File: src/rtl/uart_tx_fifo_if.sv
// uart_tx_fifo_if: host push / TX controller pop bundle for uart_tx_fifo.
// level is only present when UART_TX_FIFO_LEVEL_EN is defined.
interface uart_tx_fifo_if #(parameter int DATA_W = 8, parameter int DEPTH = 8);
  logic              wr_en;
  logic [DATA_W-1:0] wr_data;
  logic              tx_fifo_shift;
  logic              clr_ovf;
  logic [DATA_W-1:0] rd_data;
  logic              tx_valid;
  logic              full;
  logic              empty;
  logic              overflow;
`ifdef UART_TX_FIFO_LEVEL_EN
  logic [$clog2(DEPTH):0] level;
`endif
  modport master (
    output wr_en, wr_data, tx_fifo_shift, clr_ovf,
    input  rd_data, tx_valid, full, empty, overflow
`ifdef UART_TX_FIFO_LEVEL_EN
    , level
`endif
  );
  modport slave (
    input  wr_en, wr_data, tx_fifo_shift, clr_ovf,
    output rd_data, tx_valid, full, empty, overflow
`ifdef UART_TX_FIFO_LEVEL_EN
    , level
`endif
  );
endinterface

File: src/rtl/uart_tx_fifo.sv
// uart_tx_fifo: first-word-fall-through character queue feeding a UART TX controller.
// Define UART_TX_FIFO_LEVEL_EN to expose the occupancy count on bus.level.
module uart_tx_fifo #(
  parameter int DATA_W = 8,
  parameter int DEPTH  = 8
) (
  input logic           clk,
  input logic           reset,
  uart_tx_fifo_if.slave bus
);
  localparam int AW = $clog2(DEPTH);
  logic [DATA_W-1:0] r_mem [DEPTH];
  logic [AW-1:0]     r_wptr, r_rptr;
  logic [AW:0]       r_count;
  logic              r_overflow;
  logic              w_empty, w_full, w_pop, w_push, w_ovf_evt;
  assign w_empty   = r_count == '0;
  assign w_full    = r_count == (AW+1)'(DEPTH);
  assign w_pop     = bus.tx_fifo_shift && !w_empty;
  // a pop on the same edge frees the slot, so a push into a full queue still lands
  assign w_push    = bus.wr_en && (!w_full || w_pop);
  assign w_ovf_evt = bus.wr_en && !w_push;
  always_ff @(posedge clk)
    if (w_push) r_mem[r_wptr] <= bus.wr_data;
  always_ff @(posedge clk or posedge reset)
    if (reset) begin
      r_wptr     <= '0;
      r_rptr     <= '0;
      r_count    <= '0;
      r_overflow <= 1'b0;
    end else begin
      r_wptr     <= r_wptr + AW'(w_push);
      r_rptr     <= r_rptr + AW'(w_pop);
      r_count    <= r_count + (AW+1)'(w_push) - (AW+1)'(w_pop);
      r_overflow <= w_ovf_evt || (r_overflow && !bus.clr_ovf);
    end
  assign bus.rd_data  = r_mem[r_rptr];
  assign bus.tx_valid = !w_empty;
  assign bus.empty    = w_empty;
  assign bus.full     = w_full;
  assign bus.overflow = r_overflow;
`ifdef UART_TX_FIFO_LEVEL_EN
  assign bus.level    = r_count;
`endif
endmodule
File: src/flat_wrapper.sv
// flat-port wrapper written by rule: the top's interface ports become plain ports
module uart_tx_fifo_flat 
#(
  parameter int DATA_W = 8,
  parameter int DEPTH  = 8
)
  (clk, reset, bus_wr_en, bus_wr_data, bus_tx_fifo_shift, bus_clr_ovf, bus_rd_data, bus_tx_valid, bus_full, bus_empty, bus_overflow);
  uart_tx_fifo_if #(.DATA_W(DATA_W), .DEPTH(DEPTH)) bus_i ();
  input logic clk;
  input logic reset;
  input wire logic [$bits(bus_i.wr_en)-1:0] bus_wr_en;
  input wire logic [$bits(bus_i.wr_data)-1:0] bus_wr_data;
  input wire logic [$bits(bus_i.tx_fifo_shift)-1:0] bus_tx_fifo_shift;
  input wire logic [$bits(bus_i.clr_ovf)-1:0] bus_clr_ovf;
  output wire logic [$bits(bus_i.rd_data)-1:0] bus_rd_data;
  output wire logic [$bits(bus_i.tx_valid)-1:0] bus_tx_valid;
  output wire logic [$bits(bus_i.full)-1:0] bus_full;
  output wire logic [$bits(bus_i.empty)-1:0] bus_empty;
  output wire logic [$bits(bus_i.overflow)-1:0] bus_overflow;
  assign bus_i.wr_en = bus_wr_en;
  assign bus_i.wr_data = bus_wr_data;
  assign bus_i.tx_fifo_shift = bus_tx_fifo_shift;
  assign bus_i.clr_ovf = bus_clr_ovf;
  assign bus_rd_data = bus_i.rd_data;
  assign bus_tx_valid = bus_i.tx_valid;
  assign bus_full = bus_i.full;
  assign bus_empty = bus_i.empty;
  assign bus_overflow = bus_i.overflow;
  uart_tx_fifo #(.DATA_W(DATA_W), .DEPTH(DEPTH)) u_core (.clk(clk), .reset(reset), .bus(bus_i));
endmodule
File: config.mk
export PLATFORM = sky130hd
export DESIGN_NAME = uart_tx_fifo_flat
export DESIGN_NICKNAME = d
export VERILOG_FILES = /design/src/rtl/uart_tx_fifo_if.sv /design/src/rtl/uart_tx_fifo.sv /design/src/flat_wrapper.sv
export SDC_FILE = /design/constraint.sdc
export NUM_CORES = 1
export LEC_CHECK = 0
export BUFFER_PORTS_ARGS = -buffer_cell sky130_fd_sc_hd__buf_2
export CORE_ASPECT_RATIO = 1.75
export CORE_MARGIN = 3
export CORE_UTILIZATION = 55
export DETAILED_ROUTE_END_ITERATION = 10
export PLACE_DENSITY = 0.78
export RECOVER_POWER = 25
export SKIP_CTS_REPAIR_TIMING = 1
export SYNTH_ARGS = -nofsm -noshare
export SYNTH_HDL_FRONTEND = slang
export SYNTH_SLANG_ARGS = --single-unit
export TNS_END_PERCENT = 5
File: constraint.sdc
create_clock -name clk -period 2.5 [get_ports clk]
set_input_delay 0.125 -clock clk [delete_from_list [all_inputs] [get_ports clk]]
set_output_delay 0.125 -clock clk [all_outputs]
set_load 0.1 [all_outputs]
==> impl_metrics.env <==
export IMPL_status="finished, final reports clean"
export IMPL_io_buffers=24
export IMPL_root_buffer="clkbuf_8"
export IMPL_yosys_warnings=0
export IMPL_holdPathEnd="u_core.r_mem[1][3]"
export IMPL_fin_worst_skew_ns=0.00952
export IMPL_rsz0062_at_grt="false"
export IMPL_core_area_mm2=0.00539
export IMPL_worstMarginPinSlew_ns=0.696
export IMPL_start_util_pct=57.7
export IMPL_numCtsBuffers=9
export IMPL_nFillCells=345
export IMPL_fmax_mhz=420
export IMPL_ys_ff_latch=75
export IMPL_syn_to_final_growth_pct=16.2
export IMPL_diodes=0
export IMPL_hpwl_um=3420
export IMPL_cts_buffer_depth=2
export IMPL_grt_pass1_wl_um=8030
export IMPL_netlist_area_leader_share_pct=61.9
export IMPL_period_share_pct=95.3
export IMPL_cts_tree="built"
export IMPL_busiest_layer="met2"
export IMPL_reg2regPathDepth=9
export IMPL_synth_ff_type="edfxtp_1"
export IMPL_synth_edf_count=64
export IMPL_htree_levels=3
export IMPL_synth_top_cells_by_count="edfxtp_1, mux4_1, dfrtp_1, inv_1, ha_1"
export IMPL_async_reset_ff_share_pct=14.7
export IMPL_die_area_mm2=0.00662
export IMPL_crit_type="reg -> reg"
export IMPL_slew_headroom_pct=53.6
export IMPL_synthesis_nets=174
export IMPL_firstDrtPassIters=4
export IMPL_wl_um=5060
export IMPL_avgSynthCellArea_um2=20.7
export IMPL_gr_usage_met3_pct=4.16
export IMPL_dp_cells=250
export IMPL_start_kind="register"
export IMPL_cts_sinks=75
export IMPL_slowest_stage="or3b_4"
export IMPL_hp_start="bus_wr_data[3]"
export IMPL_clk_latency_ns=0.34
export IMPL_finalSetupViolCount=0
export IMPL_overflow=0
export IMPL_yosysMostFrequentCell="edfxtp_1"
export IMPL_crit_top_cell="ha_1"
export IMPL_cp_required_ns=2.72
export IMPL_num_rows=35
export IMPL_syn_area_mm2=0.00311
export IMPL_drt_iter0_drc=84
export IMPL_post_dp_cell_area_mm2=0.00333
export IMPL_cap_viol_max_count=0
export IMPL_final_cells=268
export IMPL_fin_tns_setup_ns=0
export IMPL_hold_class="in -> reg"
export IMPL_period_minus_slack_ns=2.38
export IMPL_reg2reg_slack_ns=0.12
export IMPL_reg2reg_from="u_core.r_count[2]"
export IMPL_r2r_end="u_core.r_count[2]"
export IMPL_end_kind="register"
export IMPL_pin_count=25
export IMPL_place_gp_congestion=0.713
export IMPL_finalHoldViolations=0
export IMPL_path_buf_inv=2
export IMPL_finalInstanceArea_mm2=0.00361
export IMPL_antenna_found_initial=0
export IMPL_fp_dieW_um=62.8
export IMPL_drc_errors=0
export IMPL_routedWlPerCell_um=18.9
export IMPL_nets=213
export IMPL_whs_path_depth=1
export IMPL_use_met2_pct=31.2
export IMPL_path_cells="inv_2 > ha_1 > or3b_4 > and2_1 > ha_1 > inv_1 > ha_1 > fa_1 > xor2_1"
export IMPL_ant_nets=0
export IMPL_grt_pass1_vias=1581
export IMPL_die_h_um=105
export IMPL_crit_fanout=3
export IMPL_grtUsageTotal_pct=17.1
export IMPL_syn_instance_count=150
export IMPL_vias_per_cell=5.50
export IMPL_synth_yosys_seq_area_share_pct=70.7
export IMPL_slowest_delay_ns=0.39
export IMPL_ys_types=30
export IMPL_grt_max_degree=18
export IMPL_worst_endpoint_arrival_ns=2.60
export IMPL_use_met1_pct=18.4
export IMPL_path_clk_slew_ns=0.07
export IMPL_cp_top_family="adder cells"
export IMPL_vias=1475
export IMPL_yosysTopAreaCell="edfxtp_1"
export IMPL_synth_area_leaders="edfxtp_1, mux4_1, dfrtp_1, ha_1, mux2_2"
export IMPL_layout_drive_gt1_share_pct=27.8
export IMPL_slew_viol_final=0
## logic make-up after synthesis
| kind of cell | Yosys count | share of synthesized area [%] |
|---|---|---|
| AO/OA/AOI/OAI | 4 | 0.967 |
| XOR/XNOR | 4 | 1.13 |
| adder cells (fa/ha/maj) | 11 | 4.67 |
| buffers and inverters | 18 | 2.98 |
| flip-flops | 75 | 70.7 |
| multiplexers | 24 | 16.3 |
| AND/OR/NAND/NOR | 14 | 3.22 |
## registers in the layout, summed over array words and instances (netlist names)
name and cells:
u_core.r_wptr 3, u_core.r_rptr 3, u_core.bus.overflow 1, u_core.r_mem 64, u_core.r_count 4
## worst max path at each step
| stage | start | to | slack, ns | cells past startpoint |
|---|---|---|---|---|
| floorplan | u_core.r_count[2] | u_core.r_count[2] | 0.005 | 9 |
| global placement | u_core.r_count[2] | u_core.r_count[2] | 0.19 | 9 |
| detailed placement | u_core.r_count[2] | u_core.r_count[2] | 0.1 | 9 |
| CTS | u_core.r_count[2] | u_core.r_count[2] | 0.09 | 9 |
| global route | u_core.r_count[2] | u_core.r_count[2] | 0.02 | 9 |
| finish | u_core.r_count[2] | u_core.r_count[2] | 0.12 | 9 |
## cell type report
type,instances,area [um2],share of cell area [%]
sequential,75,2200,60.9
multi-input combinational,57,820,22.7
timing repair buffer,34,191,5.30
clock inverter,7,140,3.88
clock buffer,9,124,3.43
tap,74,92.6,2.56
inverter,12,45.0,1.25
## through the flow
stage / util (%) / hold WS (ns) / worst slack [ns]
final: 67.0 / 0.0644 / 0.118
after global placement: 61.9 / 0.125 / 0.189
after CTS: 66.8 / -0.234 / 0.0876
after global routing: 67.0 / 0.0699 / 0.0248
after floorplan: - / -0.0226 / 0.00453
after detailed placement: 61.9 / 0.139 / 0.0992
## layer usage
| layer | vias to the layer above | share of wire [%] |
|---|---|---|
| li1 | 682 | - |
| met1 | 748 | 38 |
| met2 | 35 | 57 |
| met3 | 10 | 3.5 |
| met4 | 0 | 1.8 |
| met5 | - | 0 |
## placed cells by master, fill, tap and decap left out, drive strengths merged, types with 2 or more instances in the layout
master,netlist,routed
and4b,2,2
buf,4,25
bufinv,0,4
clkbuf,2,16
clkinvlp,0,2
dfrtp,11,11
dlygate4sd3,0,2
edfxtp,64,64
ha,10,10
inv,12,12
mux2,8,8
mux4,16,16
nor4b,3,3
or3b,2,2
xor2,4,4
Power is left out: the tool's default activity adds up to more than one toggle a clock period on the data nets, which glitch-free logic cannot reach.
